--- src/rtl/loproc_rf_arbiter.sv ---
// Two-port register-file arbiter: the pipeline (port 0) has priority and the debug port (port 1)
// wins one cycle after STARVE_LIMIT consecutive lost cycles. Read data returns one cycle after the grant.
module loproc_rf_arbiter #(
    parameter int DATA_WIDTH   = 32,
    parameter int ADDR_WIDTH   = 5,
    parameter int STARVE_LIMIT = 4
) (
    input  logic                  clk,
    input  logic                  rst,
    // Port 0: pipeline
    input  logic                  req0_i,
    input  logic                  we0_i,
    input  logic [ADDR_WIDTH-1:0] ra10_i,
    input  logic [ADDR_WIDTH-1:0] ra20_i,
    input  logic [ADDR_WIDTH-1:0] wa0_i,
    input  logic [DATA_WIDTH-1:0] wd0_i,
    output logic                  gnt0_o,
    output logic                  rvalid0_o,
    output logic [DATA_WIDTH-1:0] rd10_o,
    output logic [DATA_WIDTH-1:0] rd20_o,
    // Port 1: debug
    input  logic                  req1_i,
    input  logic                  we1_i,
    input  logic [ADDR_WIDTH-1:0] ra11_i,
    input  logic [ADDR_WIDTH-1:0] ra21_i,
    input  logic [ADDR_WIDTH-1:0] wa1_i,
    input  logic [DATA_WIDTH-1:0] wd1_i,
    output logic                  gnt1_o,
    output logic                  rvalid1_o,
    output logic [DATA_WIDTH-1:0] rd11_o,
    output logic [DATA_WIDTH-1:0] rd21_o,
    // Register bank side
    output logic                  rb_read_en_o,
    output logic                  rb_write_en_o,
    output logic [ADDR_WIDTH-1:0] rb_addr_src1_o,
    output logic [ADDR_WIDTH-1:0] rb_addr_src2_o,
    output logic [ADDR_WIDTH-1:0] rb_addr_dst_o,
    output logic [DATA_WIDTH-1:0] rb_dst_o,
    input  logic [DATA_WIDTH-1:0] rb_src1_i,
    input  logic [DATA_WIDTH-1:0] rb_src2_i
);

    localparam logic [3:0] LIMIT = 4'(STARVE_LIMIT);

    logic [3:0] starve_q, starve_d;
    logic       pendValid_q, pendValid_d;
    logic       pendOwner_q, pendOwner_d;
    logic       starveHit;

    // Port 0 wins by default; a starved port 1 takes exactly one cycle once its counter hits the limit.
    always_comb begin
        starveHit = req1_i && (starve_q == LIMIT);
        gnt0_o    = !rst && req0_i && !starveHit;
        gnt1_o    = !rst && req1_i && (!req0_i || starveHit);
    end

    always_comb begin
        rb_read_en_o   = 1'b0;
        rb_write_en_o  = 1'b0;
        rb_addr_src1_o = '0;
        rb_addr_src2_o = '0;
        rb_addr_dst_o  = '0;
        rb_dst_o       = '0;
        if (gnt0_o) begin
            rb_read_en_o   = !we0_i;
            rb_write_en_o  = we0_i;
            rb_addr_src1_o = ra10_i;
            rb_addr_src2_o = ra20_i;
            rb_addr_dst_o  = wa0_i;
            rb_dst_o       = wd0_i;
        end else if (gnt1_o) begin
            rb_read_en_o   = !we1_i;
            rb_write_en_o  = we1_i;
            rb_addr_src1_o = ra11_i;
            rb_addr_src2_o = ra21_i;
            rb_addr_dst_o  = wa1_i;
            rb_dst_o       = wd1_i;
        end
    end

    always_comb begin
        starve_d    = (!req1_i || gnt1_o) ? 4'd0 : starve_q + 4'd1;
        pendValid_d = (gnt0_o && !we0_i) || (gnt1_o && !we1_i);
        pendOwner_d = gnt1_o;
    end

    always_ff @(posedge clk or posedge rst) begin
        if (rst) begin
            starve_q    <= 4'd0;
            pendValid_q <= 1'b0;
            pendOwner_q <= 1'b0;
        end else begin
            starve_q    <= starve_d;
            pendValid_q <= pendValid_d;
            pendOwner_q <= pendOwner_d;
        end
    end

    // The regbank registers read data on the same edge that loads the pending-read bit.
    always_comb begin
        rvalid0_o = pendValid_q && !pendOwner_q;
        rvalid1_o = pendValid_q && pendOwner_q;
        rd10_o    = rvalid0_o ? rb_src1_i : '0;
        rd20_o    = rvalid0_o ? rb_src2_i : '0;
        rd11_o    = rvalid1_o ? rb_src1_i : '0;
        rd21_o    = rvalid1_o ? rb_src2_i : '0;
    end

endmodule
--- config.mk ---
export PLATFORM = sky130hd
export DESIGN_NAME = loproc_rf_arbiter
export DESIGN_NICKNAME = d
export VERILOG_FILES = /design/src/rtl/loproc_rf_arbiter.sv
export SDC_FILE = /design/constraint.sdc
export NUM_CORES = 1
export LEC_CHECK = 0
export CAP_MARGIN = 5
export CORE_AREA = 4 4 132 134
export DETAILED_ROUTE_END_ITERATION = 10
export DIE_AREA = 0 0 136 138
export PLACE_DENSITY_LB_ADDON = 0.2
export RECOVER_POWER = 50
export SYNTH_ARGS = -nofsm -noshare
export SYNTH_HDL_FRONTEND = slang
export SYNTH_SLANG_ARGS = --single-unit
--- constraint.sdc ---
create_clock -name clk -period 3.1 [get_ports clk]
set_input_delay 0.93 -clock clk [delete_from_list [all_inputs] [get_ports clk]]
set_output_delay 0.93 -clock clk [all_outputs]
set_load 0.02 [all_outputs]
==> run_results.csv, run 1 <==
group,metric,value,unit
routing,drtAntennaViolNets,0,
timing,finalCriticalPeriod,3.09,ns
die,fp.dieH,138,um
routing,post_drt_via_cell_ratio,4.05,
grt,grt_max_degree,66,
clocking,cts_hold_buf,0,
synthesis,synth-seq-cells,6,
synthesis,avgSynthCellArea,7.42,um2
critical_path,cp_cell_sequence,"clkdlybuf4s50_1, and3_1, clkdlybuf4s50_1",
critical_path,r2r-end,"pendValid_q$_DFF_PP0_",
timing,period_share,0.995,
synthesis,ys_seq_area_frac,0.0853,
critical_path,ff2ff_path_depth,8,
grt,grt_usage,0.130,
pwr,power.internal,612,uW
critical_path,crit_family,"buffers and inverters",
timing,finalClockSkew,0.00118,ns
synthesis,synth_edf_count,0,
placement,place_ws,-0.746,ns
placement,place_area,5420,um2
placement,gp_congestion,0.812,
routing,vias,3228,
critical_path,cp_slowest_cell,"clkdlybuf4s50_1",
timing,slew_headroom,0.771,
pwr,p_sw_frac,0.338,
layout,mostFrequentLayoutCell,"clkdlybuf4s50_1",
pwr,p_sw,312,uW
timing,fmax,0.324,GHz
die,initial_utilization,0.108,
synthesis,synth_compound_area_frac,0.272,
critical_path,critPathMaxFanout,2,
layout,fin_util,0.342,
critical_path,worstPathRequired,2.17,ns
routing,wire_per_inst,17.8,um
critical_path,worstSetupStartpointType,"primary input",
pwr,combPwrFrac,0.684,
critical_path,rrSetupSlack,1.45,ns
clocking,cts_tree,"built",
pwr,seq_power_share,0.093,
clocking,root_buffer,"clkbuf_16",
synthesis,synth_top_family_by_area,"simple AND/OR/NAND/NOR gates",
clocking,path_clk_slew,0.03,ns
placement,dp_hpwl,11.2,mm
synthesis,netlist_area,1760,um2
synthesis,synth_cells,237,
pwr,peakVddDrop,0.123,mV
clocking,cts_buffer_depth,2,
critical_path,r2r_start,"starve_q[0]$_DFF_PP0_",
synthesis,async_reset_ff_frac,1.00,
die,die_w,136,um
layout,syn2layout_area_growth,216,%
die,die_area,18800,um2
hold_path,min_to,"starve_q[0]$_DFF_PP0_",
critical_path,worstSetupPathType,"in -> out",
die,core,16300,um2
clocking,clk-insertion-delay-late,0.23,ns
grt,grt_pass1_wl,19.6,mm
synthesis,yosysWarnings,0,
critical_path,worst-path-buf-inv,2,
layout,fin_area,5570,um2
critical_path,crit_top_cell,"clkdlybuf4s50_1",
pwr,leakagePower,3.44,nW
synthesis,yosys.area_share.simple,0.491,
synthesis,synth-main-ff-cell,"dfrtp_1",
grt,grt_overflow,0,
clocking,cts.sinks,6,
synthesis,synth_mux_area_frac,0,
timing,holdWs,0.604,ns
timing,worst_slack,0.0142,ns
timing,fin_setup_tns,0,ns
timing,tightestPinTransition,0.344,ns
synthesis,synth_nets,403,
pwr,powerDensity,166,nW/um2
layout,drive_gt1_frac,0.148,
grt,grt_pass1_vias,3328,
routing,drcViolationCount,0,
hold_path,hold_start,"starve_q[0]$_DFF_PP0_",
hold_path,hold_path_class,"reg -> reg",
routing,drt-initial-drc-count,51,
timing,hold_violations,0,
die,rows,47,
timing,finalSetupViolCount,0,
hold_path,hold_depth,2,
grt,antenna_found_initial,3,
synthesis,ys_types,17,
job,drv_cap,0,
timing,slew_viol_final,0,
die,pin_count,345,
pwr,p_clk_frac,0.224,
synthesis,synthXorXnorAreaFrac,0.00996,
routing,dr.pass1.iters,4,
critical_path,crit_path_max_incr_delay,0.61,ns
status,status,"finished clean",
synthesis,synth_fa_ha_area_frac,0.0142,
layout,finalNetCount,741,
layout,layout_common_cells,"clkdlybuf4s50_1 (206), and3_1 (68), and2_1 (65)",
routing,drt_wl_total,14.1,mm
clocking,htree_levels,1,
critical_path,cp-end-kind,"output pin",
critical_path,crit_arrival,2.16,ns
placement,place.port_buffers,344,
clocking,cts_made_buffers,3,
repair_timing:
item / 4_1_cts / 5_1_grt
gates resized for setup: 248 / 81
buffers inserted: 2 / 2
endpoints found under the hold margin: 0 / 0
setup endpoints to repair: 88 / 78
cloned: 2 / 3
pin swaps: 1 / 4
power groups by stage:
stage	registers [mW]	logic [mW]	clock network, mW
final	0.0859	0.632	0.207
after global routing	0.0864	0.674	0.215
after CTS	0.0859	0.623	0.213
after detailed placement	0.0869	0.647	0
after global placement	0.0866	0.645	0
after floorplan	0.0856	0.238	0
cell type report:
class / instances / area (um2)
Inverter: 6 / 22.5
Antenna cell: 4 / 10.0
Fill cell: 1732 / 10700
Timing Repair Buffer: 365 / 3630
Clock buffer: 3 / 75.1
Sequential cell: 6 / 150
Multi-Input combinational cell: 193 / 1400
Tap cell: 220 / 275
stage by stage:
step / std cells / power [mW]
6_report: 797 / 0.925
5_1_grt: 796 / 0.975
4_1_cts: 789 / 0.921
3_5_place_dp: 782 / 0.734
3_3_place_gp: 782 / 0.732
2_1_floorplan: 237 / 0.324
worst reg2reg max path, delay by kind of cell, from the launching register on:
family / cells / cell delay (ns)
compound gates: 2 / 0.38
fa+ha+maj: 1 / 0.20
buf+inv: 4 / 0.51
flops: 1 / 0.39
simple gates: 1 / 0.11
flip-flops by register name (all words and copies together) (netlist names):
| register | flops |
|---|---|
| pendOwner_q | 1 |
| starve_q | 4 |
| pendValid_q | 1 |
worst max-delay path by stage:
| stage | from | end | slack [ns] | cells past startpoint |
|---|---|---|---|---|
| after floorplan | req1_i | rb_addr_dst_o[0] | 0.38 | 4 |
| after global placement | req1_i | rb_dst_o[29] | -0.73 | 6 |
| after detailed placement | req1_i | rb_dst_o[31] | -0.75 | 6 |
| after CTS | rb_src1_i[12] | rd11_o[12] | 0.0001 | 3 |
| after global routing | rb_src1_i[29] | rd10_o[29] | -0.01 | 3 |
| final | rb_src2_i[27] | rd21_o[27] | 0.01 | 3 |
per-layer routing:
metal / vias to the layer above / routed length (um) / GRT usage
met4: 0 / 203 / 0.0382
met5: - / 0 / 0
li1: 1529 / - / -
met3: 10 / 1570 / 0.0443
met1: 1475 / 4820 / 0.129
met2: 214 / 7560 / 0.251
synthesized netlist by cell type (2+ instances only):
cell type,instances,share of area
clkbuf_1,21,0.045
dfrtp_1,6,0.085
and3_1,68,0.24
inv_1,6,0.013
and2_1,65,0.23
buf_6,11,0.070
a22o_1,49,0.24
ha_1,2,0.014
cell families after synthesis:
kind of cell	after synthesis
compound gates	53
xor+xnor	2
buf+inv	38
flops	6
fa+ha+maj	2
simple gates	136
(Power assumes the default switching activity.)
==> run 2, diff against run 1 <==
CAP_MARGIN = 25   (was 5)
==> results of run 2 <==
Final layout, timing and power as in run 1 (identical DEF).
==> edit: new RTL, config.mk and constraints of run 2 <==
Change the parameter `DATA_WIDTH` from 32 to 16.
--- a/src/rtl/loproc_rf_arbiter.sv
+++ b/src/rtl/loproc_rf_arbiter.sv
@@ -1,7 +1,7 @@
 // Two-port register-file arbiter: the pipeline (port 0) has priority and the debug port (port 1)
 // wins one cycle after STARVE_LIMIT consecutive lost cycles. Read data returns one cycle after the grant.
 module loproc_rf_arbiter #(
-    parameter int DATA_WIDTH   = 32,
+    parameter int DATA_WIDTH   = 16,
     parameter int ADDR_WIDTH   = 5,
     parameter int STARVE_LIMIT = 4
 ) (
Interface: changed (9 resized); port bits go from 345 to 201. The function was not compared with the original's and may differ.
==> edit against run 2 <==
- total power is 27% lower
- setup slack better by 0.0066 ns
- area after synthesis is 36% lower
- sequential cell count stayed put
- wire length is 45% lower
- non-clock buffer count is 149 lower
- design area is 41% lower
- sequential share of layout area is 1.9 points higher
- register-to-register slack hardly changed
==> edit: results (changes against run 2) <==
Routing
The met1 wire length is 2980 um (-38%). The highest metal layer carrying signal wires in the routed design is met4. The total via count in the routed design is 1949 (-40%). The total iterations of the first detailed-routing run is 3 (-1).

The amount of wire on met3 after detailed routing is 1040 um (-34%). The per-cell via count in the routed design is 3.46 (-15%). The starting DRC count in detailed routing is 31 (-39%).

The routed wire length on met2 is 3680 um (-51%). The average wire per standard cell is 13.8 um (-23%).

Power and ir drop
The largest voltage drop on the vdd net came to 0.000107 V (-13%). The leakage power figure was 0.00152 uW (-56%). The switching share of total power is 31.2% (-2.6 points).

Global route
The largest net degree at the start of global routing is 34 (-48%). The number of antenna violations at the first check in global routing was 0 (-3). The via count of the first global-routing pass is 2038 (-39%). The global routing met2 resource utilization is 13.4% (-12 points). The met3 global-route usage is 2.54% (-1.9 points). The global-route usage over all layers is 7.16% (-5.8 points). The global-route wire length before repair came to 10800 um (-45%). The met1 demand-to-capacity share in global routing was 7.60% (-5.3 points).

Placed design
The post-placement setup slack is -0.616 ns (+0.130 ns). The estimated wirelength of the detail-placed design is 5440 um (-51%). The port buffer count was 200 (-42%).

The final weighted congestion in routability-driven placement is 0.714 (-12%).

Setup path
The maximum cell stage delay along the critical path is 0.60 ns. The internal reg-to-reg setup slack is 1.45 ns (about the same). On the critical path the largest part of the delay comes from buffers and inverters.

Clock network
The setup fix buffers added after clock tree synthesis is 2 (unchanged). The root buffer cell is sky130_fd_sc_hd__clkbuf_16. The source-to-sink clock delay at the later pin of the worst-skew pair was 0.23 ns (about the same). The count of cells resized by post-cts repair came to 172 (-31%). The number of buffers inserted during clock tree synthesis was 3 (unchanged).

Timing
The worst slew margin relative to its limit is 76.7% (-0.43 points). The minimum period implied by the final worst setup slack was 3.08 ns (-0.00661 ns). The post-route clock skew is 0.00122 ns (+0.0000438 ns).

Synth
The count of distinct cell types in the synthesized netlist came to 16 (-1). Sorting the synthesized cells by how often they occur yields 36 x sky130_fd_sc_hd__and3_1, 34 x sky130_fd_sc_hd__a22o_1, 33 x sky130_fd_sc_hd__and2_1. The async set-reset flop share out of synthesis came to 100% (unchanged). In the post-synthesis netlist, the biggest area contributors are sky130_fd_sc_hd__a22o_1 26%, sky130_fd_sc_hd__and3_1 20%, sky130_fd_sc_hd__and2_1 18%. The sequential share of the synthesized area is 13.3% (+4.8 points). The net count of the mapped netlist was 243 (-40%).

Final layout
The share of layout cells above drive strength 1 came to 16.6% (+1.7 points). The number of filler cells placed in the layout is 1854 (+7.0%). The post-layout net count came to 448 (-40%). In the final layout, the registers with the most flip-flops are starve_q x4, pendOwner_q x1, pendValid_q x1. The number of inserted diodes is 0 (-4).

Run status
The flow ran to the end, and the final reports show no timing, DRC or antenna violations.
[edit: changes by cell type after synthesis, sizes merged]
| cell | before | now |
|---|---|---|
| clkbuf | 21 | 9 |
| and3 | 68 | 36 |
| a22o | 50 | 34 |
| buf | 11 | 7 |
| and2 | 65 | 33 |
[edit: cell families after synthesis]
logic type                 after synthesis  share of synthesized area (%)
and+or+nand+nor                         72                           41.1
xor gates and xnor gates                 2                           1.55
DFF                                      6                           13.3
adders and majority gates                2                           2.22
AOI/OAI and AO/OA                       37                           29.9
buffers and inverters                   22                           12.0
[edit: layout make-up]
type                            instances  area share (%)
Timing Repair Buffer                  216            58.2
Sequential cell                         6            4.57
Tap cell                              220            8.38
Inverter                                6           0.686
Clock buffer                            3            2.29
Multi-Input combinational cell        113            25.9
[edit: power by group through the flow]
stage | logic (uW) | registers [uW] | clock network, uW
floorplan | 146 | 86.3 | 0
global placement | 394 | 85.9 | 0
detailed placement | 393 | 86.1 | 0
CTS | 396 | 85.2 | 216
global route | 410 | 86.0 | 220
finish | 382 | 85.2 | 210
[edit: through the flow]
| stage | area (um^2) | hold WS (ns) | instances | utilization (%) |
|---|---|---|---|---|
| floorplan | 1130 | 0.566 | 141 | - |
| global placement | 3390 | 0.597 | 555 | 20.8 |
| detailed placement | 3390 | 0.618 | 555 | 20.8 |
| CTS | 3440 | 0.624 | 563 | 21.1 |
| global route | 3280 | 0.647 | 564 | 20.2 |
| finish | 3280 | 0.622 | 564 | 20.2 |
[edit: path summary, 6_finish.rpt]
kind,from,endpoint,depth (start not counted)
max in group asynchronous,rst,pendOwner_q,3
worst min register to register,starve_q[0],starve_q[0],2
worst max-delay path,rb_src1_i[9],rd11_o[9],3
worst min-delay path,starve_q[0],starve_q[0],2
min in group asynchronous,rst,starve_q[2],3
worst max register to register,starve_q[0],pendValid_q,6
